### config.mk
export PLATFORM = sky130hd
export DESIGN_NAME = hazard_ctrl
export DESIGN_NICKNAME = d
export VERILOG_FILES = /design/src/rtl/hazard_ctrl_pkg.sv /design/src/rtl/hazard_ctrl_sat_counter.sv /design/src/rtl/hazard_ctrl.sv
export SDC_FILE = /design/constraint.sdc
export NUM_CORES = 1
export LEC_CHECK = 0
export BUFFER_PORTS_ARGS = -buffer_cell sky130_fd_sc_hd__buf_2
export CORE_ASPECT_RATIO = 0.7
export CORE_MARGIN = 8
export CORE_UTILIZATION = 50
export DETAILED_ROUTE_END_ITERATION = 8
export PLACE_DENSITY = 0.79
export SYNTH_ARGS = -nofsm -noshare
export SYNTH_HDL_FRONTEND = slang
export SYNTH_SLANG_ARGS = --single-unit
export TNS_END_PERCENT = 5
### constraint.sdc
create_clock -name clk -period 2.2 [get_ports clk]
set_input_delay 0 -clock clk [delete_from_list [all_inputs] [get_ports clk]]
set_output_delay 0 -clock clk [all_outputs]
set_load 0.02 [all_outputs]
### src/rtl/hazard_ctrl_pkg.sv
// Shared pipeline defines: register/enable encodings, stall-vector bit indices,
// stall-vector constants and stall-cause encodings.
package hazard_ctrl_pkg;

  typedef logic [4:0] RegAddrBus;
  localparam logic RstEnable   = 1'b1;
  localparam logic WriteEnable = 1'b1;

  // STALL_EXE is the EX bit index; STALL_EX is taken by the EX stall vector.
  localparam int STALL_PC  = 0;
  localparam int STALL_IF  = 1;
  localparam int STALL_ID  = 2;
  localparam int STALL_EXE = 3;
  localparam int STALL_MEM = 4;
  localparam int STALL_WB  = 5;

  localparam logic [5:0] STALL_NONE = 6'b000000;
  localparam logic [5:0] STALL_LD   = 6'b000111;
  localparam logic [5:0] STALL_EX   = 6'b001111;

  typedef enum logic [1:0] {
    CAUSE_RUN     = 2'd0,
    CAUSE_LDSTALL = 2'd1,
    CAUSE_EXSTALL = 2'd2,
    CAUSE_FLUSH   = 2'd3
  } cause_e;

  function automatic logic src_hit(input logic rd, input RegAddrBus src, input RegAddrBus dst);
    return rd && (src == dst);
  endfunction

endpackage

### src/rtl/hazard_ctrl_sat_counter.sv
// Saturating up-counter with synchronous clear (clear beats increment).
module sat_counter #(
  parameter int W = 16
) (
  input  logic         clk,
  input  logic         rst,
  input  logic         clr_i,
  input  logic         inc_i,
  output logic [W-1:0] cnt_o
);

  logic [W-1:0] cnt_q;
  logic [W-1:0] cnt_d;

  always_comb begin
    cnt_d = cnt_q;
    if (clr_i) begin
      cnt_d = '0;
    end else if (inc_i && (cnt_q != {W{1'b1}})) begin
      cnt_d = cnt_q + 1'b1;
    end
  end

  always_ff @(posedge clk or posedge rst) begin
    if (rst) begin
      cnt_q <= '0;
    end else begin
      cnt_q <= cnt_d;
    end
  end

  assign cnt_o = cnt_q;

endmodule

### src/rtl/hazard_ctrl.sv
// Load-use hazard detection, stall/bubble generation, stall-cause status
// and stall-cycle counting for the five-stage pipeline.
//
// state         | meaning
// CAUSE_RUN     | previous cycle ran without stall
// CAUSE_LDSTALL | previous cycle was a load-use stall
// CAUSE_EXSTALL | previous cycle was an EX multi-cycle stall
// CAUSE_FLUSH   | previous cycle was a flush
module hazard_ctrl
  import hazard_ctrl_pkg::*;
#(
  parameter int CNT_W = 16
) (
  input  logic             clk,
  input  logic             rst,
  input  logic             id_reg1_read_i,
  input  logic [4:0]       id_reg1_addr_i,
  input  logic             id_reg2_read_i,
  input  logic [4:0]       id_reg2_addr_i,
  input  logic             id_wreg_i,
  input  logic [4:0]       id_wd_i,
  input  logic             id_is_load_i,
  input  logic             stallreq_ex_i,
  input  logic             flush_i,
  input  logic             cnt_clr_i,
  output logic [5:0]       stall_o,
  output logic             bubble_o,
  output logic [1:0]       cause_o,
  output logic [CNT_W-1:0] stall_cnt_o
);

  logic      ex_ld_v_q;
  logic      ex_ld_v_d;
  RegAddrBus ex_ld_wd_q;
  RegAddrBus ex_ld_wd_d;
  logic      ld_hazard;
  cause_e    win_cause;
  cause_e    cause_q;
  cause_e    cause_d;

  assign ld_hazard = ex_ld_v_q && (ex_ld_wd_q != 5'd0) &&
                     (src_hit(id_reg1_read_i, id_reg1_addr_i, ex_ld_wd_q) ||
                      src_hit(id_reg2_read_i, id_reg2_addr_i, ex_ld_wd_q));

  // Reset forces a quiet pipeline even though stall requests may still be up.
  always_comb begin
    stall_o   = STALL_NONE;
    bubble_o  = 1'b0;
    win_cause = CAUSE_RUN;
    if (rst == RstEnable) begin
      stall_o   = STALL_NONE;
    end else if (flush_i) begin
      win_cause = CAUSE_FLUSH;
    end else if (stallreq_ex_i) begin
      stall_o   = STALL_EX;
      win_cause = CAUSE_EXSTALL;
    end else if (ld_hazard) begin
      stall_o   = STALL_LD;
      bubble_o  = 1'b1;
      win_cause = CAUSE_LDSTALL;
    end
  end

  always_comb begin
    ex_ld_v_d  = ex_ld_v_q;
    ex_ld_wd_d = ex_ld_wd_q;
    if (flush_i) begin
      ex_ld_v_d = 1'b0;
    end else if (stall_o[STALL_EXE]) begin
      ex_ld_v_d = ex_ld_v_q;
    end else if (bubble_o) begin
      ex_ld_v_d = 1'b0;
    end else begin
      ex_ld_v_d  = id_is_load_i && (id_wreg_i == WriteEnable);
      ex_ld_wd_d = id_wd_i;
    end
  end

  always_ff @(posedge clk or posedge rst) begin
    if (rst) begin
      ex_ld_v_q  <= 1'b0;
      ex_ld_wd_q <= 5'd0;
    end else begin
      ex_ld_v_q  <= ex_ld_v_d;
      ex_ld_wd_q <= ex_ld_wd_d;
    end
  end

  always_ff @(posedge clk or posedge rst) begin
    if (rst) begin
      cause_q <= CAUSE_RUN;
    end else begin
      cause_q <= cause_d;
    end
  end

  always_comb begin
    cause_d = win_cause;
  end

  always_comb begin
    cause_o = cause_q;
  end

  sat_counter #(
    .W(CNT_W)
  ) u_stall_cnt (
    .clk   (clk),
    .rst   (rst),
    .clr_i (cnt_clr_i),
    .inc_i (stall_o != STALL_NONE),
    .cnt_o (stall_cnt_o)
  );

endmodule

==> results <==
- The run finished with clean final reports.
- In the post-route analysis, the smallest setup slack over all paths is roughly 61 ps.
- The starting density of the core is between 50 and 60%.
- The signal arrival time at the worst endpoint is between 2000 and 2500 ps.
- The type of destination of the critical path is a primary output.
- The standard cell core area is around 2800 um^2.
- The width of the chip is about 80 um.
- The number of hold violations in the final report came to 0.
- The via count of the first global-routing pass came to roughly 1400.
- At the placement stage, the worst setup path has a slack of about 150 ps.
- Summed over its instances, the top area cell type makes up slightly above 40% of the synthesized netlist area.
- The number of library cell types mapped by synthesis is 39.
- The share of the core filled with cells in the final layout is 66.10%.
- The chip height is just over 60 um.
- The final setup violation count is 0.
- Sequential elements use 41.59% of the synthesized area.
- In the synthesized netlist the async set-or-reset flop fraction comes to between 90% and 100%.
- For the pin with the worst max-slew slack, the measured transition is slightly above 900 ps.
- The first-pass iteration count of the detailed router is 4.
- The register area is 601.8 um^2.
- Summing all multi-input logic gate instances after layout gives about 770 um^2.
- 0 antenna diodes ended up in the layout.
- In the routed design, unresolved DRC markers number 0.
- The final layout contains about 230 nets.
- The internal portion of the total power is 696.2 uW.
- Summed over all failing endpoints, the final setup total negative slack is 0 ps.
- The overall power of the completed layout is 939.6 uW.
- The met3 usage in global routing is under 10%.
- Combinational cells account for between 10% and 20% of the total power.
- The wire length of the first global-routing pass is approximately 6400 um.
- The minimum clock period after layout is approximately 2100 ps.
- The number of flops mapped to enable cells by yosys is 0.
- The number of filler instances in the final layout is about 230.
- The HPWL reported at the end of detailed placement is around 2800 um.
- The count of buffers from port buffering is 46.
- The min-delay analysis places its worst path in the category in2reg.
- The Yosys warning count is 0.
- The site row count is 16.
- CTS built an H-tree with a depth of 1.
- TritonCTS created 3 clock buffers.
- The number of nets with antenna violations after detailed routing is 0.
- The global routing met1 resource utilization is 19.32%.
- The switching power is about 240 uW.
- From synthesis to final layout, the design area changed by 27.38%.
- The largest area contributor in the synthesized netlist is dfrtp_1.
- At the worst endpoint, the required time is roughly 2200 ps.
- The maximum number of pins on one net before global-route repair is 25.
- The maximum fanout count along the critical path is 7.
- The met2 track demand over resource in global routing is 29.28%.
- In this run the power density over the cells is 510.9 nW/um^2.
- By count the netlist is led by dfrtp_1, a21oi_1, o21ai_0.
- The switching share of power is about a quarter.
- The clock-pin slew of the registers on the worst-case setup and hold paths is 90 ps.
- The total number of vias is ~1400.
- The setup path with the least slack is of type reg2out.
- The average instance in the mapped netlist occupies a little under 10 um^2.
- Clock latency on the worst-skew pair, taken at its later pin, is between 200 and 300 ps.
- After detailed routing, the average wire length per cell comes to 16.67 um.
- The final layout contains routed wiring with a total length of around 4000 um.
- For this run, the leading register cell type out of synthesis is dfrtp_1.
- The I/O pin count is between 40 and 50.
- After detailed routing, the number of vias per cell comes to around 5.7.
- Yosys attributes the largest share of cell area to dfrtp_1, xnor2_1, or3_1.
- Summed over all cells, the static leakage comes to roughly 0.83 nW.
- The library cell used as clock root buffer is clkbuf_8.
- STA classifies the critical path startpoint as a register.
- Summed over all layers, the global routing overflow is 0.
- The minimum hold slack is about 43 ps.
- The number of antenna violations at the first check in global routing is 0.
- The instance count of the mapped netlist is roughly 150.
- The max-capacitance violation count is 0.
- Headroom to the max-slew limit came out at a little under two fifths.
- In this run, synthesis produced a sequential element count of 24.
- Across the routed clock network, the largest skew measured is 7.242 ps.
- VDD sags by at most 0.0003477 V.
- The number of sinks driven by the clock tree is 24.
- The area of the mapped netlist is about 1400 um^2.
- Routability-driven placement finished with a final weighted congestion of 0.8417.
- Counting along the longest clock path gives a buffer depth of 2.
- The max-slew violation count is 0.
- After global routing, the most crowded layer is met2.
- The share of power burned in registers is between 50% and 60%.
- The die covers approximately 4900 um^2.
- In the finished design, the share of the clock period the worst path needs comes to a little over nine tenths.
- TritonCTS built the clock tree.
- Static timing analysis puts the maximum clock frequency at roughly 470 MHz.
- Global routing used between 10% and 20% of the available tracks.
- In the final layout, the share of cells above drive strength 1 is between 30% and 40%.
- The iteration-0 DRC count of the detailed router is 120.
- The part of the power in the clock network is 31.9%.
- dfrtp_1 is the most common cell in the netlist.
-- metal layers --
metal | part of all wire, % | wire [um]
met5 | 0 | 0
met4 | 0.88 | 35
met3 | 7.8 | 310
met2 | 50 | 1989
met1 | 41 | 1650
-- critical path, stage by stage, from the launching register on --
cell and delay (ps):
dfrtp_1 440, or4_4 570, o21a_2 250, a21oi_4 210, buf_4 170, nor2_1 60
buf_2 160
-- state kept, by name, indices dropped and copies added, names as in the netlist --
signal             flops
cause_o                2
u_stall_cnt.cnt_o     16
ex_ld_v_q              1
ex_ld_wd_q             5
-- worst paths after layout --
kind	slack, ps	startpoint	endpoint	cells after the start
worst max-delay path	60	ex_ld_wd_q[1]$_DFFE_PP0P_	stall_o[2]	6
worst min-delay path	40	stallreq_ex_i	cause_o[1]$_DFF_PP0_	3
worst min register to register	540	ex_ld_v_q$_DFFE_PP0P_	ex_ld_v_q$_DFFE_PP0P_	1
worst max register to register	80	ex_ld_wd_q[1]$_DFFE_PP0P_	cause_o[0]$_DFF_PP0_	5
min in group asynchronous	530	rst	cause_o[1]$_DFF_PP0_	3
max in group asynchronous	1050	rst	ex_ld_wd_q[2]$_DFFE_PP0P_	3
-- power by group through the flow --
| stage | clock network [mW] | logic (mW) | registers (mW) |
|---|---|---|---|
| finish | 0.300 | 0.161 | 0.479 |
| detailed placement | 0 | 0.142 | 0.485 |
| global route | 0.325 | 0.176 | 0.481 |
| CTS | 0.307 | 0.157 | 0.477 |
| global placement | 0 | 0.139 | 0.485 |
| floorplan | 0 | 0.102 | 0.485 |
-- through the flow --
stage	std cells	area (um^2)
after global routing	239	1839
after global placement	224	1669
after detailed placement	224	1669
final	239	1839
after CTS	238	1824
after floorplan	147	1448
-- layout make-up --
type | count | area share (%)
Timing Repair Buffer | 60 | 19.59
Sequential cell | 24 | 32.72
Inverter | 3 | 0.6122
Tap cell | 36 | 2.449
Multi-Input combinational cell | 112 | 41.63
Clock buffer | 4 | 2.993
-- layout by cell type (no fill, tap or decap), drive strengths merged, types with 2 or more instances in the layout --
master	count
nand2	10
nor3	2
o31ai	2
and3	3
or3	10
or4	3
clkbuf	4
nand3	7
buf	50
dfrtp	24
inv	3
nand4	6
conb	2
xnor2	10
o21ai	11
dlygate4sd3	10
mux2	6
and4	3
nor2	10
a21oi	13
xor2	2
-- logic make-up (layout without fill, tap and decap cells) --
logic type                 count (synthesis)  count (layout)  share of synthesized area (%)
muxes                                      7               7                          5.632
adders and majority gates                  1               1                         0.8664
AOI/OAI and AO/OA                         35              35                          16.29
and+or+nand+nor                           55              55                          22.01
DFF                                       24              24                          41.59
xor gates and xnor gates                  12              12                          7.279
other                                      1               2                         0.2597
buffers and inverters                     11              67                          6.066
-- repair_timing --
item                                    4_1_cts  5_1_grt
resized for setup                             0        3
hold buffers                                 10        0
endpoints found under the hold margin        14        0
endpoints found under the setup margin        0        5
setup buffers                                 0        1
Power figures use the tool's default switching activity.
